## config.mk

```make
export PLATFORM = sky130hd
export DESIGN_NAME = hsv_core_store_drain
export DESIGN_NICKNAME = d
export VERILOG_FILES = /design/src/rtl/hsv_core_store_pkg.sv /design/src/rtl/hsv_core_store_hazard_cam.sv /design/src/rtl/hsv_core_store_drain.sv
export SDC_FILE = /design/constraint.sdc
export NUM_CORES = 1
export LEC_CHECK = 0
export CAP_MARGIN = 20
export CELL_PAD_IN_SITES_DETAIL_PLACEMENT = 1
export CELL_PAD_IN_SITES_GLOBAL_PLACEMENT = 1
export CORE_AREA = 2 2 175 177
export DETAILED_ROUTE_END_ITERATION = 16
export DIE_AREA = 0 0 177 179
export DONT_BUFFER_PORTS = 1
export HOLD_SLACK_MARGIN = 0.02
export MAX_ROUTING_LAYER = met4
export PLACE_DENSITY = 0.47
export SLEW_MARGIN = 0
export SYNTH_ARGS = -nofsm -noshare
export SYNTH_HDL_FRONTEND = slang
export SYNTH_SLANG_ARGS = --single-unit
```

## constraint.sdc

```tcl
create_clock -name clk_core -period 1.7 [get_ports clk_core]
set_input_delay 0 -clock clk_core [delete_from_list [all_inputs] [get_ports clk_core]]
set_output_delay 0 -clock clk_core [all_outputs]
set_load 0.02 [all_outputs]
```

## src/rtl/hsv_core_store_pkg.sv

```systemverilog
// Shared types for the store-drain slice.
//   store_entry_t   : one committed store (word address, data, byte strobes)
//   drain_state_e   : drain FSM states
//   entry_hit()     : true when a valid source aliases a load word address
package hsv_core_store_pkg;

   typedef struct packed {
      logic [29:0] addr;
      logic [31:0] data;
      logic [3:0]  strb;
   } store_entry_t;

   localparam int StoreEntryWidth = $bits(store_entry_t);

   typedef enum logic [1:0] {
      ST_IDLE = 2'd0,
      ST_SEND = 2'd1,
      ST_RESP = 2'd2
   } drain_state_e;

   localparam logic [1:0] BRESP_OKAY = 2'b00;

   // A store with no strobes writes nothing, so it can never alias a load.
   function automatic logic entry_hit(input logic         vld,
                                      input store_entry_t e,
                                      input logic [29:0]  qaddr);
      return vld & (e.addr == qaddr) & (|e.strb);
   endfunction

endpackage

```

## src/rtl/hsv_core_store_hazard_cam.sv

```systemverilog
// Load-hazard lookup across every place a pending store can live.
// Ports:
//   clk_i, rst_ni        clock, synchronous active-low reset
//   query_valid_i/addr_i load word-address query
//   peek_valid_i/window_i queue slots behind the queue output
//   in_valid_i/entry_i   queue output register
//   held_valid_i/entry_i store currently being drained
//   hazard_valid_o       query_valid_i delayed one cycle
//   hazard_o             registered hit result
module hsv_core_store_hazard_cam
   import hsv_core_store_pkg::*;
#(
   parameter int DEPTH = 4
) (
   input  logic                     clk_i,
   input  logic                     rst_ni,
   input  logic                     query_valid_i,
   input  logic [29:0]              query_addr_i,
   input  logic [DEPTH-1:0]         peek_valid_i,
   input  store_entry_t [DEPTH-1:0] peek_window_i,
   input  logic                     in_valid_i,
   input  store_entry_t             in_entry_i,
   input  logic                     held_valid_i,
   input  store_entry_t             held_entry_i,
   output logic                     hazard_valid_o,
   output logic                     hazard_o
);

   logic [DEPTH+1:0] src_hit;
   logic [DEPTH+1:0] unused_data;
   logic             hazard_valid_q, hazard_q;

   for (genvar i = 0; i < DEPTH; i++) begin : g_slot
      assign src_hit[i]     = entry_hit(peek_valid_i[i], peek_window_i[i], query_addr_i);
      assign unused_data[i] = ^peek_window_i[i].data;
   end

   // The output register has left the peek window, so it is compared separately.
   assign src_hit[DEPTH]       = entry_hit(in_valid_i, in_entry_i, query_addr_i);
   assign src_hit[DEPTH+1]     = entry_hit(held_valid_i, held_entry_i, query_addr_i);
   assign unused_data[DEPTH]   = ^in_entry_i.data;
   assign unused_data[DEPTH+1] = ^held_entry_i.data;

   always_ff @(posedge clk_i) begin
      if (!rst_ni) begin
         hazard_valid_q <= 1'b0;
         hazard_q       <= 1'b0;
      end else begin
         hazard_valid_q <= query_valid_i;
         hazard_q       <= query_valid_i & (|src_hit);
      end
   end

   assign hazard_valid_o = hazard_valid_q;
   assign hazard_o       = hazard_q;

endmodule

```

## src/rtl/hsv_core_store_drain.sv

```systemverilog
// Drains committed stores from the store queue as single-beat AW/W/B writes
// and answers load-hazard queries.
// Ports:
//   clk_core, rst_core_n        clock, synchronous active-low reset
//   in_ready_o/in_valid_i/in_entry  queue output pop handshake
//   peek_valid_i/peek_window_i  queue slot occupancy and contents
//   aw*, w*, b*                 write address / data / response channels
//   query_valid_i/query_addr_i  load-hazard query
//   hazard_valid_o/hazard_o     registered query result
//   idle_o                      nothing pending anywhere (fence support)
//   err_o                       sticky non-OKAY write response
module hsv_core_store_drain
   import hsv_core_store_pkg::*;
#(
   parameter int DEPTH = 4
) (
   input  logic                     clk_core,
   input  logic                     rst_core_n,
   output logic                     in_ready_o,
   input  logic                     in_valid_i,
   input  store_entry_t             in_entry,
   input  logic [DEPTH-1:0]         peek_valid_i,
   input  store_entry_t [DEPTH-1:0] peek_window_i,
   output logic                     awvalid_o,
   input  logic                     awready_i,
   output logic [31:0]              awaddr_o,
   output logic                     wvalid_o,
   input  logic                     wready_i,
   output logic [31:0]              wdata_o,
   output logic [3:0]               wstrb_o,
   input  logic                     bvalid_i,
   output logic                     bready_o,
   input  logic [1:0]               bresp_i,
   input  logic                     query_valid_i,
   input  logic [29:0]              query_addr_i,
   output logic                     hazard_valid_o,
   output logic                     hazard_o,
   output logic                     idle_o,
   output logic                     err_o
);

   drain_state_e state_q, state_d;
   store_entry_t held_q, held_d;
   logic         aw_done_q, aw_done_d;
   logic         w_done_q, w_done_d;
   logic         err_q, err_d;

   always_ff @(posedge clk_core) begin
      if (!rst_core_n) begin
         state_q   <= ST_IDLE;
         held_q    <= '0;
         aw_done_q <= 1'b0;
         w_done_q  <= 1'b0;
         err_q     <= 1'b0;
      end else begin
         state_q   <= state_d;
         held_q    <= held_d;
         aw_done_q <= aw_done_d;
         w_done_q  <= w_done_d;
         err_q     <= err_d;
      end
   end

   always_comb begin
      state_d    = state_q;
      held_d     = held_q;
      aw_done_d  = aw_done_q;
      w_done_d   = w_done_q;
      err_d      = err_q;
      in_ready_o = 1'b0;
      awvalid_o  = 1'b0;
      wvalid_o   = 1'b0;
      bready_o   = 1'b0;
      unique case (state_q)
         ST_IDLE: begin
            in_ready_o = 1'b1;
            if (in_valid_i) begin
               held_d    = in_entry;
               aw_done_d = 1'b0;
               w_done_d  = 1'b0;
               state_d   = ST_SEND;
            end
         end
         ST_SEND: begin
            // AW and W retire independently; the next-state flags cover
            // the case where both handshake in the same cycle.
            awvalid_o = ~aw_done_q;
            wvalid_o  = ~w_done_q;
            if (awvalid_o && awready_i) aw_done_d = 1'b1;
            if (wvalid_o && wready_i)   w_done_d  = 1'b1;
            if (aw_done_d && w_done_d)  state_d   = ST_RESP;
         end
         ST_RESP: begin
            bready_o = 1'b1;
            if (bvalid_i) begin
               state_d = ST_IDLE;
               // Failed stores are reported, not retried.
               if (bresp_i != BRESP_OKAY) err_d = 1'b1;
            end
         end
         default: state_d = ST_IDLE;
      endcase
   end

   assign awaddr_o = {held_q.addr, 2'b00};
   assign wdata_o  = held_q.data;
   assign wstrb_o  = held_q.strb;
   assign err_o    = err_q;
   assign idle_o   = (state_q == ST_IDLE) & ~in_valid_i & ~(|peek_valid_i);

   hsv_core_store_hazard_cam #(
      .DEPTH (DEPTH)
   ) u_hazard_cam (
      .clk_i          (clk_core),
      .rst_ni         (rst_core_n),
      .query_valid_i  (query_valid_i),
      .query_addr_i   (query_addr_i),
      .peek_valid_i   (peek_valid_i),
      .peek_window_i  (peek_window_i),
      .in_valid_i     (in_valid_i),
      .in_entry_i     (in_entry),
      .held_valid_i   (state_q != ST_IDLE),
      .held_entry_i   (held_q),
      .hazard_valid_o (hazard_valid_o),
      .hazard_o       (hazard_o)
   );

endmodule

```

==> out/metrics.csv, run 1 <==
metric;value;unit
status;finished, final reports clean;
Post-Syn Area;0.005104;sq mm
Worst Setup Path Type;flop to flop;
Area growth syn-to-layout;32.48;%
Worst EP arrival;1.87;ns
Root Buffer;clkbuf_16;
Core Region;0.03003;sq mm
hpwl dp;20190;um
Initial DRC Count;114;
post-synthesis xor/xnor area fraction;31.63;%
Reg clk slew, reported paths;0.07;ns
sequential fraction of the synthesis area;28.63;%
Hold WS;0.05588;ns
sw power;1.657;mW
Worst Setup End Kind;flop;
Min-Delay Path Class;input pin to flop;
gpl congestion;0.7334;
Tcrit/Tclk final;94.53;%
IO Port Bufs;0;
Sw Ratio;29.46;%
Yosys cell types;33;
post-synthesis cell count;608;
Vias/cell;4.324;
total CTS buffers;9;
setup bufs post-CTS;0;
initial antenna violation count;0;
Rows;64;
antenna fix cells;0;
H-tree depth;3;
clk buf depth;2;
Req. time, crit path;1.97;ns
Starting Density;17.00;%
compound-cell area share of the yosys netlist;11.52;%
CTS tree;done;
max_cap viols;0;
average routed wire per standard cell;23.93;um
combinational power share;24.3;%
gr usage total;16.52;%
static leakage;2.339;nW
Buf+Inv Stages, Crit Path;1;
register bit total from synthesis;73;
ys async rst share;0;%
Die Wd;177;um
RSZ-0062 raised after global routing;false;
EDFF count, synth;0;
adder-cell share of the synthesized area;0;%
slew margin rel.;63.75;%
first-pass GRT wire length;35540;um
die footprint;0.03168;sq mm
CP cell instances;xor2_2, nor4_2, nand4_1, a2bb2oi_1, buf_4, a41oi_2;
placed inst area;0.005635;sq mm
CP Launch Type;flop;
Post-Synth Simple-Gate Area;20.23;%
Remaining Overflow, GRT;0;
layout cells sized above 1;11.51;%
DRC errors left;0;
Detail Route Antenna Nets;0;
post-layout instance area;0.006761;sq mm
final hold violations;0;
critical-path maximum fanout;2;
Int Power;3.968;mW
Sequential Power Share;35.7;%
VDD IR max;0.4229;mV
skew final;0.01009;ns
max-slew violation count;0;
via count of the first global-routing pass;5068;
Vias;4718;
Primary FF master, synth;dfxtp_1;
# clock sinks;73;
Pre-antenna DRT Iters;4;
Avg Synthesized Cell Area;8.394;sq um
min Tclk post-route;1.607;ns
largest family of logic cells by synthesized area;XOR/XNOR gates;
setup_tns;0;ns
multiplexer share of the synthesized area;0;%
die height;179;um
Setup violations, final;0;
number of I/O pins;449;
power density cells;832.1;mW/mm^2
slowest stage delay, CP;0.41;ns
Power, Total;5.626;mW
clk_lat worst skew;0.35;ns
Syn. warnings;0;
Clk pwr share;40.1;%
Slew @ Worst Pin;0.5388;ns
Max Fclk;622.3;MHz
slowest stage cell, crit path;nor4_2;
largest net degree at the start of global routing;73;
Nets;1063;
wirelength, routed;26110;um
crit-path leading delay family;simple AND/OR/NAND/NOR gates;
-- routing by layer --
metal	vias up	wire length, um	track usage, %
met5	-	0	-
met4	0	522	4.718
met3	30	2230	4.877
met2	248	13660	30.63
met1	2283	9689	16.79
li1	2157	-	-
-- worst paths after layout --
| kind | start | end | slack, ns | cells after the start |
|---|---|---|---|---|
| setup / recovery | awaddr_o[14] | u_hazard_cam.hazard_o | 0.09 | 6 |
| hold / removal | rst_core_n | wdata_o[3] | 0.06 | 2 |
| setup reg to reg | awaddr_o[14] | u_hazard_cam.hazard_o | 0.09 | 6 |
| hold reg to reg | w_done_q | w_done_q | 0.50 | 2 |
-- metrics by stage --
step,setup slack (ns),utilization [%],std cells
3_3_place_gp,-0.009876,18.77,1001
4_1_cts,0.02651,22.43,1091
5_1_grt,0.01130,22.52,1091
2_1_floorplan,0.3669,-,609
3_5_place_dp,-0.008629,18.77,1001
6_report,0.09300,22.52,1091
-- worst register-to-register path, cell delays in order (launching register included) --
cell and delay (ns):
dfxtp_1 0.34, xor2_2 0.17, nor4_2 0.41, nand4_1 0.15, a2bb2oi_1 0.17, buf_4 0.15, a41oi_2 0.13
-- cells in the final DEF (no fill, tap or decap), drive strengths merged --
master | Yosys | routed
xnor2 | 141 | 141
nand2 | 137 | 137
dfxtp | 73 | 73
dlygate4sd3 | 0 | 73
a21boi | 68 | 68
buf | 44 | 51
nand4 | 40 | 40
xor2 | 39 | 39
nor4 | 22 | 22
clkbuf | 10 | 11
nor2 | 7 | 7
o21ai | 5 | 5
nand2b | 4 | 4
or4 | 3 | 3
bufinv | 0 | 3
inv | 2 | 2
nor2b | 2 | 2
conb | 1 | 2
clkinv | 0 | 2
and2 | 1 | 1
o22ai | 1 | 1
a21oi | 1 | 1
and3 | 1 | 1
o21a | 1 | 1
a22oi | 1 | 1
a2bb2oi | 1 | 1
o41ai | 1 | 1
nand3 | 1 | 1
a41oi | 1 | 1
-- registers in the layout, indices dropped and copies added, names as in the netlist --
| register | flops |
|---|---|
| state_q | 2 |
| u_hazard_cam.hazard_valid_o | 1 |
| wdata_o | 32 |
| aw_done_q | 1 |
| awaddr_o | 30 |
| w_done_q | 1 |
| wstrb_o | 4 |
| u_hazard_cam.hazard_o | 1 |
| err_o | 1 |
-- cell type report --
type | instances | area [sq um]
inverters | 2 | 7.507
clock buffers | 11 | 232.7
flip-flops and latches | 73 | 1461
well taps | 396 | 495.5
clock inverters | 5 | 103.9
multi-input cells | 480 | 3277
repair buffers | 124 | 1184
fillers | 3583 | 23270
-- what timing repair did --
item | 4_1_cts | 5_1_grt
endpoints found under the hold margin | 73 | 0
pin swaps | 0 | 0
setup endpoints to repair | 1 | 2
hold buffers | 74 | 0
resized for setup | 1 | 4
cloned | 0 | 0
-- cell usage after synthesis (2+ instances only) --
master / count / area (sq um)
xnor2_1: 138 / 1209
nand2_1: 137 / 514.2
dfxtp_1: 73 / 1461
nand4_1: 40 / 250.2
a21boi_1: 37 / 277.8
xor2_1: 37 / 324.1
a21boi_0: 31 / 232.7
buf_6: 19 / 214.0
nor4_1: 19 / 118.9
buf_2: 17 / 85.08
clkbuf_1: 10 / 37.54
buf_4: 8 / 60.06
nor2_1: 6 / 22.52
o21ai_0: 5 / 25.02
nand2b_1: 4 / 25.02
nor4_2: 3 / 37.54
or4_1: 3 / 22.52
xnor2_2: 3 / 48.80
inv_1: 2 / 7.510
nor2b_1: 2 / 12.51
xor2_2: 2 / 32.53
-- power groups by stage --
| stage | Combinational [mW] | Sequential [mW] | Clock [mW] |
|---|---|---|---|
| floorplan | 0.872 | 2.11 | 0 |
| global placement | 1.19 | 2.05 | 0 |
| detailed placement | 1.20 | 2.05 | 0 |
| CTS | 1.39 | 2.01 | 2.34 |
| global route | 1.50 | 2.02 | 2.40 |
| finish | 1.36 | 2.01 | 2.25 |
-- logic make-up (layout without fill, tap and decap cells) --
| logic type | Yosys count | in the layout |
|---|---|---|
| AO/OA/AOI/OAI | 80 | 80 |
| XOR/XNOR | 180 | 180 |
| buffers and inverters | 56 | 142 |
| flip-flops | 73 | 73 |
| other | 1 | 2 |
| AND/OR/NAND/NOR | 218 | 218 |
(Power assumes the default switching activity.)
==> inputs of run 2 (changes only) <==
Settings changed: ABC_AREA from default to 1, CORE_AREA 2 2 175 177 to 2 2 176 178, DIE_AREA 0 0 177 179 to 0 0 178 180, PLACE_DENSITY 0.47 to 0.54.
==> out/metrics.csv, run 2 <==
metric;value;unit;change
status;finished, final reports clean;;unchanged
Int Power;3.812;mW;was 3.968 mW
Finished Layout Cells;1614;;was 1091
biggest area consumer among synthesized cells;nand2_1;;was dfxtp_1
skew final;0.008515;ns;was 0.01009 ns
Rows;64;;unchanged
Stages on worst setup path;7;;was 6
final hold violations;0;;unchanged
Pre-antenna DRT Iters;4;;unchanged
Avg Synthesized Cell Area;5.149;sq um;was 8.394 sq um
CP cell instances;inv_1, nand2_1, inv_2, buf_4, nand2_1, nor4_1, buf_4;;was xor2_2, nor4_2, nand4_1, a2bb2oi_1, buf_4, a41oi_2
crit-path leading delay family;buffers and inverters;;was simple AND/OR/NAND/NOR gates
CTS tree;done;;unchanged
Remaining Overflow, GRT;0;;unchanged
cell count after placement;1522;;was 1001
total CTS buffers;9;;unchanged
Yosys cell types;20;;was 33
Core Region;0.03019;sq mm;was 0.03003 sq mm
Max Fclk;659.3;MHz;was 622.3 MHz
Sw Ratio;34.71;%;was 29.46%
Worst EP arrival;1.52;ns;was 1.87 ns
setup bufs post-CTS;0;;unchanged
slew margin rel.;66.26;%;was 63.75%
die height;180;um;was 179 um
Hold Crit Depth;3;;was 2
Die Wd;178;um;was 177 um
Area growth syn-to-layout;31.20;%;was 32.48%
Primary FF master, synth;dfxtp_1;;unchanged
clk_lat worst skew;0.34;ns;was 0.35 ns
DRC errors left;0;;unchanged
Detail Route Antenna Nets;0;;unchanged
Min-Delay Path Class;input pin to flop;;unchanged
post-CTS resize count;0;;was 1
Req. time, crit path;1.70;ns;was 1.97 ns
# clock sinks;73;;unchanged
Vias;7076;;was 4718
count leader, synth;nand2_1;;was xnor2_1
post-synthesis cell count;1114;;was 608
most frequent cells in the layout;nand2_1 (421), nor2_1 (230), inv_1 (143);;was xnor2_1 (138), nand2_1 (136), dfxtp_1 (73), dlygate4sd3_1 (73), buf_4 (46)
setup_tns;0;ns;unchanged
hold_buf cts;74;;unchanged
number of I/O pins;449;;unchanged
static leakage;3.897;nW;was 2.339 nW
H-tree depth;3;;unchanged
Sequential Power Share;36.2;%;was 35.7%
VDD IR max;0.4161;mV;was 0.4229 mV
Setup violations, final;0;;unchanged
Vias/cell;4.384;;was 4.324
Reg clk slew, reported paths;0.06;ns;was 0.07 ns
Post-Syn Area;0.005736;sq mm;was 0.005104 sq mm
Synth top cells by count;nand2_1 (422), nor2_1 (230), inv_1 (143), o21ai_0 (120), dfxtp_1 (73);;was xnor2_1 (138), nand2_1 (137), dfxtp_1 (73), nand4_1 (40)
power density cells;775.9;mW/mm^2;was 832.1 mW/mm^2
initial antenna violation count;0;;unchanged
Power, Total;5.838;mW;was 5.626 mW
Clk pwr share;35.9;%;was 40.1%
Buf+Inv Stages, Crit Path;4;;was 1
ys async rst share;0;%;unchanged
Syn. warnings;0;;unchanged
max_cap viols;0;;unchanged
EDFF count, synth;0;;unchanged
via count of the first global-routing pass;7447;;was 5068
Slew @ Worst Pin;0.5008;ns;was 0.5388 ns
Starting Density;19.00;%;was 17.00%
Tcrit/Tclk final;89.22;%;was 94.53%
Worst Setup Path Type;flop to output port;;was flop to flop
first-pass GRT wire length;46660;um;was 35540 um
min Tclk post-route;1.517;ns;was 1.607 ns
slowest stage cell, crit path;dfxtp_1;;was nor4_2
CP Launch Type;flop;;unchanged
combinational power share;28.0;%;was 24.3%
Hold WS;0.02948;ns;was 0.05588 ns
RSZ-0062 raised after global routing;false;;unchanged
hpwl dp;26520;um;was 20190 um
slowest stage delay, CP;0.31;ns;was 0.41 ns
top post-synthesis cells by area;nand2_1 (28%), dfxtp_1 (25%), nor2_1 (15%);;was dfxtp_1 (29%), xnor2_1 (24%), nand2_1 (10%)
average routed wire per standard cell;20.20;um;was 23.93 um
sw power;2.027;mW;was 1.657 mW
die footprint;0.03204;sq mm;was 0.03168 sq mm
critical-path maximum fanout;2;;unchanged
Worst Setup End Kind;output port;;was flop
wirelength, routed;32600;um;was 26110 um
register bit total from synthesis;73;;unchanged
Fill cells;3940;;was 3583
Initial DRC Count;282;;was 114
clk buf depth;2;;unchanged
Largest register FFs;32;;unchanged
sequential fraction of the synthesis area;25.48;%;was 28.63%
largest net degree at the start of global routing;68;;was 73
most common cell after layout, fill and taps aside;nand2_1;;was xnor2_1
IO Port Bufs;0;;unchanged
Root Buffer;clkbuf_16;;unchanged
gr usage total;20.64;%;was 16.52%
cells on worst reg2reg path;6;;unchanged
area share of the largest cell type after synthesis;27.62;%;was 28.63%
gpl congestion;0.8824;;was 0.7334
max-slew violation count;0;;unchanged
layout cells sized above 1;7.155;%;was 11.51%
Nets;1584;;was 1063
-- run 2: changes by cell type in the layout (fill, tap and decap cells not counted), moves of 31 or more --
cell and change:
a21boi_0 -31, a21boi_1 -37, inv_1 +141, nand2_1 +285, nand4_1 -40, nor2_1 +224, o21ai_0 +115, xnor2_1 -137
-- run 2: worst paths after layout --
| check | slack [ns] | startpoint | to |
|---|---|---|---|
| setup / recovery | 0.18 | state_q[0] | idle_o |
| hold / removal | 0.03 | rst_core_n | wdata_o[8] |
| setup reg to reg | 0.18 | state_q[0] | state_q[1] |
| hold reg to reg | 0.48 | wstrb_o[1] | wstrb_o[1] |
-- run 2: through the flow --
stage | utilization [%] | cell area [sq um] | setup slack [ns]
final | 24.93 | 7525 | 0.1832
after global routing | 24.91 | 7520 | 0.02594
after CTS | 24.91 | 7520 | 0.1594
after detailed placement | 21.34 | 6442 | 0.2285
after global placement | 21.34 | 6442 | 0.2498
after floorplan | - | 5739 | 0.4715
-- run 2: area by class of cell --
type	count	area, sq um	area share [%]
Clock buffer	9	225.2	2.993
Inverter	165	619.3	8.231
Tap cell	396	495.5	6.585
Antenna cell	2	5.005	0.06651
Multi-Input combinational cell	845	3493	46.42
Clock inverter	7	93.84	1.247
Timing Repair Buffer	117	1131	15.03
Sequential cell	73	1461	19.42
-- run 2: worst reg2reg max path, stage by stage (launching register included) --
cell and delay, ns:
dfxtp_1 0.33, inv_1 0.05, nor2_1 0.19, o21ai_0 0.13
dlygate4sd3_1 0.59, nand2_1 0.08, nor2_1 0.04
-- run 2: kinds of logic (layout without fill, tap and decap cells) --
group | after synthesis | in the layout | synth area share, %
and+or+nand+nor | 659 | 659 | 43.39
xor gates and xnor gates | 19 | 19 | 2.901
buffers and inverters | 197 | 298 | 13.72
other | 1 | 4 | 0.06538
AOI/OAI and AO/OA | 165 | 165 | 14.44
DFF | 73 | 73 | 25.48
-- run 2: power by group through the flow --
stage	sequential, mW	clock, mW	combinational [mW]
after global placement	2.15	0	1.45
after global routing	2.14	2.22	1.85
after floorplan	2.23	0	0.887
after CTS	2.11	2.17	1.65
after detailed placement	2.15	0	1.48
final	2.11	2.09	1.63
-- run 2: metal layers --
layer | GRT usage [%] | wire length, um | share of wire, % | up-vias
li1 | - | - | - | 3527
met1 | 23.41 | 12940 | 40 | 3275
met2 | 34.76 | 15650 | 48 | 244
met3 | 5.859 | 3081 | 9.5 | 30
met4 | 6.590 | 932 | 2.9 | 0
met5 | - | 0 | 0 | -
